<file path="src/rtl/input_port_ctrl_if.sv">
// Upstream/downstream bundle of one router input port.
// With INPUT_PORT_ROUTE_ERR_EN the bundle also carries routeErr/errCount.
interface input_port_ctrl_if #(
    parameter int NUM_PORTS = 5,
    parameter int FLIT_W    = 16
);
    logic                 validIn;
    logic [FLIT_W-1:0]    dataIn;
    logic                 ready;
    logic [NUM_PORTS-1:0] outputAvailable;
    logic [NUM_PORTS-1:0] outputGrant;
    logic [NUM_PORTS-1:0] outputReady;
    logic [NUM_PORTS-1:0] requestPort;
    logic [NUM_PORTS-1:0] outValid;
    logic [FLIT_W-1:0]    dataOut;
`ifdef INPUT_PORT_ROUTE_ERR_EN
    logic                 routeErr;
    logic [7:0]           errCount;
`endif

    modport master (
        output validIn, dataIn,
        output outputAvailable, outputGrant, outputReady,
        input  ready, requestPort, outValid, dataOut
`ifdef INPUT_PORT_ROUTE_ERR_EN
        , input routeErr, errCount
`endif
    );

    modport slave (
        input  validIn, dataIn,
        input  outputAvailable, outputGrant, outputReady,
        output ready, requestPort, outValid, dataOut
`ifdef INPUT_PORT_ROUTE_ERR_EN
        , output routeErr, errCount
`endif
    );
endinterface

</file>
<file path="src/rtl/input_port_ctrl.sv">
// Router input port: flit FIFO plus IDLE/REQUEST/TRANSFER port-lock FSM.
// Optional INPUT_PORT_ROUTE_ERR_EN drops packets with an invalid destination.
module input_port_ctrl #(
    parameter int NUM_PORTS = 5,
    parameter int FLIT_W    = 16,
    parameter int DEPTH     = 4
) (
    input logic               clk,
    input logic               reset_n,
    input_port_ctrl_if.slave  link
);
    localparam int DEST_W = $clog2(NUM_PORTS);
    localparam int PTR_W  = $clog2(DEPTH);
    localparam int CNT_W  = PTR_W + 1;

    typedef enum logic [1:0] {IDLE, REQUEST, TRANSFER} state_t;

    logic [FLIT_W-1:0]    mem [DEPTH];
    logic [PTR_W-1:0]     wr_ptr;
    logic [PTR_W-1:0]     rd_ptr;
    logic [CNT_W-1:0]     count;
    state_t               state;
    logic [DEST_W-1:0]    out_port;
    logic [NUM_PORTS-1:0] request;
    logic [NUM_PORTS-1:0] port_sel;
    logic [DEST_W-1:0]    dest_raw;
    logic [DEST_W-1:0]    dest;
    logic                 push;
    logic                 pop;
    logic                 drop;
    logic                 empty;
    logic                 fire;
    logic                 head_first;
    logic                 head_last;
    logic                 route_bad;

    assign empty      = count == '0;
    assign link.ready = count != CNT_W'(DEPTH);
    assign push       = link.validIn & link.ready;

    assign link.dataOut = mem[rd_ptr];
    assign head_first   = link.dataOut[FLIT_W-1];
    assign head_last    = link.dataOut[FLIT_W-1] ^ link.dataOut[FLIT_W-2];
    assign dest_raw     = link.dataOut[FLIT_W-3 -: DEST_W];
    assign route_bad    = int'(dest_raw) >= NUM_PORTS;

`ifdef INPUT_PORT_ROUTE_ERR_EN
    assign dest = dest_raw;
`else
    // Out-of-range destinations fall through to the last port.
    assign dest = route_bad ? DEST_W'(NUM_PORTS - 1) : dest_raw;
`endif

    assign fire     = (state == TRANSFER) && !empty
                      && link.outputReady[out_port];
    assign port_sel = NUM_PORTS'(1) << out_port;

    assign link.outValid    = fire ? port_sel : '0;
    assign link.requestPort = request;

    always_comb begin
        pop  = fire;
        drop = 1'b0;
        if (state == IDLE && !empty) begin
            if (!head_first) begin
                pop = 1'b1;
            end
`ifdef INPUT_PORT_ROUTE_ERR_EN
            else if (route_bad) begin
                pop  = 1'b1;
                drop = 1'b1;
            end
`endif
        end
    end

    always_ff @(posedge clk) begin
        if (push) begin
            mem[wr_ptr] <= link.dataIn;
        end
    end

    always_ff @(posedge clk or negedge reset_n) begin
        if (!reset_n) begin
            wr_ptr <= '0;
            rd_ptr <= '0;
            count  <= '0;
        end else begin
            if (push) begin
                wr_ptr <= wr_ptr + PTR_W'(1);
            end
            if (pop) begin
                rd_ptr <= rd_ptr + PTR_W'(1);
            end
            if (push && !pop) begin
                count <= count + CNT_W'(1);
            end else if (!push && pop) begin
                count <= count - CNT_W'(1);
            end
        end
    end

    always_ff @(posedge clk or negedge reset_n) begin
        if (!reset_n) begin
            state    <= IDLE;
            out_port <= '0;
            request  <= '0;
        end else begin
            unique case (state)
                IDLE: begin
                    if (!empty && head_first && !drop
                        && link.outputAvailable[dest]) begin
                        out_port <= dest;
                        request  <= NUM_PORTS'(1) << dest;
                        state    <= REQUEST;
                    end
                end
                REQUEST: begin
                    if (link.outputGrant[out_port]) begin
                        state <= TRANSFER;
                    end
                end
                TRANSFER: begin
                    if (fire && head_last) begin
                        request <= '0;
                        state   <= IDLE;
                    end
                end
                default: state <= IDLE;
            endcase
        end
    end

`ifdef INPUT_PORT_ROUTE_ERR_EN
    logic       route_err;
    logic [7:0] err_count;

    assign link.routeErr = route_err;
    assign link.errCount = err_count;

    always_ff @(posedge clk or negedge reset_n) begin
        if (!reset_n) begin
            route_err <= 1'b0;
            err_count <= '0;
        end else begin
            route_err <= drop;
            if (drop && err_count != 8'hFF) begin
                err_count <= err_count + 8'd1;
            end
        end
    end
`endif
endmodule

</file>
<file path="src/flat_wrapper.sv">
// flat-port wrapper written by rule: the top's interface ports become plain ports
module input_port_ctrl_flat 
#(
    parameter int NUM_PORTS = 5,
    parameter int FLIT_W    = 16,
    parameter int DEPTH     = 4
)
  (clk, reset_n, link_validIn, link_dataIn, link_outputAvailable, link_outputGrant, link_outputReady, link_ready, link_requestPort, link_outValid, link_dataOut);
  input_port_ctrl_if #(.NUM_PORTS(NUM_PORTS), .FLIT_W(FLIT_W)) link_i ();
  input logic clk;
  input logic reset_n;
  input wire logic [$bits(link_i.validIn)-1:0] link_validIn;
  input wire logic [$bits(link_i.dataIn)-1:0] link_dataIn;
  input wire logic [$bits(link_i.outputAvailable)-1:0] link_outputAvailable;
  input wire logic [$bits(link_i.outputGrant)-1:0] link_outputGrant;
  input wire logic [$bits(link_i.outputReady)-1:0] link_outputReady;
  output wire logic [$bits(link_i.ready)-1:0] link_ready;
  output wire logic [$bits(link_i.requestPort)-1:0] link_requestPort;
  output wire logic [$bits(link_i.outValid)-1:0] link_outValid;
  output wire logic [$bits(link_i.dataOut)-1:0] link_dataOut;
  assign link_i.validIn = link_validIn;
  assign link_i.dataIn = link_dataIn;
  assign link_i.outputAvailable = link_outputAvailable;
  assign link_i.outputGrant = link_outputGrant;
  assign link_i.outputReady = link_outputReady;
  assign link_ready = link_i.ready;
  assign link_requestPort = link_i.requestPort;
  assign link_outValid = link_i.outValid;
  assign link_dataOut = link_i.dataOut;
  input_port_ctrl #(.NUM_PORTS(NUM_PORTS), .FLIT_W(FLIT_W), .DEPTH(DEPTH)) u_core (.clk(clk), .reset_n(reset_n), .link(link_i));
endmodule
</file>
<file path="config.mk">
export PLATFORM = sky130hd
export DESIGN_NAME = input_port_ctrl_flat
export DESIGN_NICKNAME = d
export VERILOG_FILES = /design/src/rtl/input_port_ctrl_if.sv /design/src/rtl/input_port_ctrl.sv /design/src/flat_wrapper.sv
export SDC_FILE = /design/constraint.sdc
export NUM_CORES = 1
export LEC_CHECK = 0
export BUFFER_PORTS_ARGS = -buffer_cell sky130_fd_sc_hd__buf_2
export CORE_UTILIZATION = 50
export CTS_BUF_LIST = sky130_fd_sc_hd__clkbuf_4
export CTS_CLUSTER_SIZE = 10
export DETAILED_ROUTE_END_ITERATION = 10
export PLACE_DENSITY = 0.74
export SYNTH_ARGS = -nofsm -noshare
export SYNTH_HDL_FRONTEND = slang
export SYNTH_SLANG_ARGS = --single-unit
</file>
<file path="constraint.sdc">
create_clock -name clk -period 2.6 [get_ports clk]
set_input_delay 0.52 -clock clk [delete_from_list [all_inputs] [get_ports clk]]
set_output_delay 0.52 -clock clk [all_outputs]
set_load 0.01 [all_outputs]
</file>
==> metrics.md <==
| Metric | Value |
|---|---|
| Status | finished, violations left |
| Violated checks | design-rule violations |
| Finished Cell Area | 4073 µm² |
| Ys async rst share | a little over a fifth |
| Layout area overhead | 20.02% |
| Tot Pwr | about 4.5 mW |
| Layout cells sized above 1 | a little under half |
| Core outline area | ~6500 µm² |
| FF+latch count, synth | about 80 |
| Setup violations, final | 0 |
| CTS max path bufs | 2 |
| Power per cell area | around 1100 nW/µm² |
| Adder and majority cell fraction of the synthesized area | 2.434% |
| Vias | just under 2000 |
| Cell count after placement | roughly 330 |
| Drt drc | 7 |
| Avg WL per Cell | approximately 17 µm |
| Seq/Total Area, Yosys | about 70% |
| Register-to-register setup slack | approximately 0.17 ns |
| Largest family of logic cells by synthesized area | multiplexers |
| Post-synthesis xor/xnor area fraction | around 1.8% |
| Critical path's largest stage delay | around 0.44 ns |
| Setup TNS | 0 ns |
| Launch point of the worst reg-to-reg path | u_core.rd_ptr[0] |
| Routed WL | approximately 6.2 mm |
| Gr usage total | 18.47% |
| Row count | 29 |
| Synth area leaders | edfxtp_1 57%, dfrtp_1 13%, mux4_2 9.3% |
| I/O Buffers | 60 |
| Simple-gate share of the synthesized area | ~7.4% |
| Slew Viols, Final | 0 |
| Mapped Nets | 230 |
| Cts bufs inserted | 9 |
| Syn Inst Count | 190 |
| Layout net count | around 310 |
| Synth top area share | 56.64% |
| Clock-pin slew on the worst setup and hold paths | 0.13 ns |
| HP Class | primary input to register |
| Grt total ovfl | 0 |
| GP Congestion | 0.7819 |
| Hold violation count in the final report | 0 |
| Hold Path Depth | 1 |
| DRT antenna net count | 0 |
| Die height | ~84 µm |
| H-tree depth | 3 |
| Setup Skew | between 0.015 and 0.02 ns |
| Util after Layout | a little over three fifths |
| Die area | ~7100 µm² |
| Critical-path cell list | mux2i_1 > nor2_2 > o31a_1 > buf_6 > nor2b_1 > nor3b_2 > buf_2 |
| CP arrival | a little over 2 ns |
| Number of synthesized flops with an enable pin | 64 |
| CP required | 2.08 ns |
| Die W | about 84 µm |
| Synth Area in Compound Gates | 2.360% |
| Slew HR | about 44% |
| Hold_sp | link_dataIn[4] |
| DR pass1 iterations | 7 |
| Initial detailed-routing violation count | about 110 |
| Synth top cells by count | 64 x edfxtp_1, 17 x dfrtp_1, 14 x mux4_2 |
| Worst r2r dst | u_core.count[1] |
| Max Freq | about 0.39 GHz |
| Worst slack, placed | approximately 0.080 ns |
| Mux cell area share after synthesis | between 15 and 20% |
| Worst-path fanout max | 4 |
| Largest area contributor in the netlist | edfxtp_1 |
| Worst Reg-to-Reg Cells | 7 |
| First-pass GRT wire length | about 9.6 mm |
| Antenna violations before repair | 0 |
| CTS tree | built |
| Clk Latency, worst-skew pair | around 0.42 ns |
| Synth Area per Inst | between 15 and 20 µm² |
| Sink Count | about 80 |
| Placed cell areas | approximately 3800 µm² |
| # diodes | 0 |
| CTS root buffer | clkbuf_4 |
| Unrepaired setup endpoints after global routing | yes |
| Starting Density | between 50 and 60% |
| Non-filler cells, final | ~360 |
| Synth warn | 0 |
| Critical Path Sink Type | output pin |
| Detailed placement HPWL | roughly 4.0 mm |
| Yosys cell types | 36 |
| Max cap viols | 0 |
| Final Hold Slack | ~0.31 ns |
| Worst setup margin | ~0.015 ns |
| Most instantiated library cell after synthesis | edfxtp_1 |
| Vias in the first global route | between 1500 and 2000 |
| Worst setup path category | register to output pin |
| Synth Cell Area | 3393 µm² |
| P_leak | 1.637 nW |
| Via/cell ratio | around 5.5 |
| Worst IR Drop VDD | roughly 540 µV |
| Worst min-delay path endpoint | u_core.mem[0][4] |
| Fin crit share | between 90% and 100% |
| Worst Max-Slew Pin Slew | about 0.82 ns |
| Synth Flop Type | edfxtp_1 |
| CP max-delay cell | dfrtp_2 |
| Final Critical Period | 2.585 ns |
| Pin count of the biggest net entering global routing | 18 |
| IO Count | 61 |
| Startpoint Class | register |
timing repair:
| action | 4_1_cts | 5_1_grt |
|---|---|---|
| hold buffers | 1 | 0 |
| endpoints found under the setup margin | 2 | 6 |
| setup buffers | 1 | 6 |
| hold endpoints to repair | 6 | 0 |
| gates resized for setup | 1 | 13 |
| pin swaps | 0 | 2 |
state kept, by name (all words and copies together) (netlist names):
name / flops
u_core.mem: 64
u_core.link.requestPort: 5
u_core.rd_ptr: 2
u_core.out_port: 3
u_core.wr_ptr: 2
u_core.count: 3
u_core.state: 2
cell families after synthesis:
group,count (synthesis)
simple gates,46
mux,28
buf+inv,11
xor+xnor,7
flops,81
compound gates,11
fa+ha+maj,6
final cells by class:
type,instances,area [µm²]
flip-flops and latches,81,2351
clock inverters,6,43.79
fillers,494,2386
repair buffers,79,452.9
multi-input cells,98,1035
clock buffers,10,75.07
well taps,77,96.34
inverters,5,18.77
report_power, final:
group	switching, mW	internal [mW]	leakage, nW	total, mW
logic	1.01	0.968	0.776	1.97
clock network	0.432	0.211	0.0667	0.643
registers	0.160	1.75	0.794	1.91
routing by layer:
| layer | GRT usage, % | up-vias | wire [µm] | part of all wire (%) |
|---|---|---|---|---|
| li1 | - | 904 | - | - |
| met1 | 23.34 | 974 | 2681 | 43 |
| met2 | 30.77 | 55 | 3145 | 51 |
| met3 | 6.391 | 8 | 309 | 5.0 |
| met4 | 5.085 | 0 | 79 | 1.3 |
| met5 | 0 | - | 0 | 0 |
cell usage in the layout (no fill, tap or decap), types with 3 or more instances in the layout:
| master | count |
|---|---|
| clkbuf_4 | 10 |
| mux4_2 | 15 |
| buf_2 | 60 |
| dfrtp_2 | 3 |
| nor2_1 | 7 |
| and3_1 | 6 |
| nor3_1 | 3 |
| nand2_1 | 11 |
| o21ai_0 | 4 |
| nor2b_1 | 4 |
| ha_1 | 5 |
| dfrtp_1 | 14 |
| edfxtp_1 | 64 |
| mux2_4 | 3 |
| xnor2_1 | 4 |
| xor2_1 | 3 |
| inv_1 | 5 |
| mux2i_1 | 6 |
| buf_4 | 16 |
| nand2b_1 | 3 |
worst max-delay path, delay by kind of cell (launching register included):
| family | cells | cell delay (ns) |
|---|---|---|
| flops | 1 | 0.44 |
| mux | 1 | 0.26 |
| compound gates | 1 | 0.33 |
| buf+inv | 2 | 0.26 |
| simple gates | 3 | 0.37 |
how the worst max path moves through the flow:
stage / start / endpoint / slack, ns / depth (start not counted)
2_1_floorplan: u_core.rd_ptr[0] / u_core.count[1] / 0.006 / 8
3_3_place_gp: u_core.rd_ptr[0] / u_core.count[1] / 0.13 / 7
3_5_place_dp: u_core.rd_ptr[0] / u_core.count[1] / 0.08 / 7
4_1_cts: u_core.out_port[2] / link_outValid[0] / 0.01 / 7
5_1_grt: u_core.out_port[0] / link_outValid[0] / -0.08 / 7
6_report: u_core.out_port[0] / link_outValid[0] / 0.01 / 7
No activity file was read; power rests on OpenSTA's default activity.
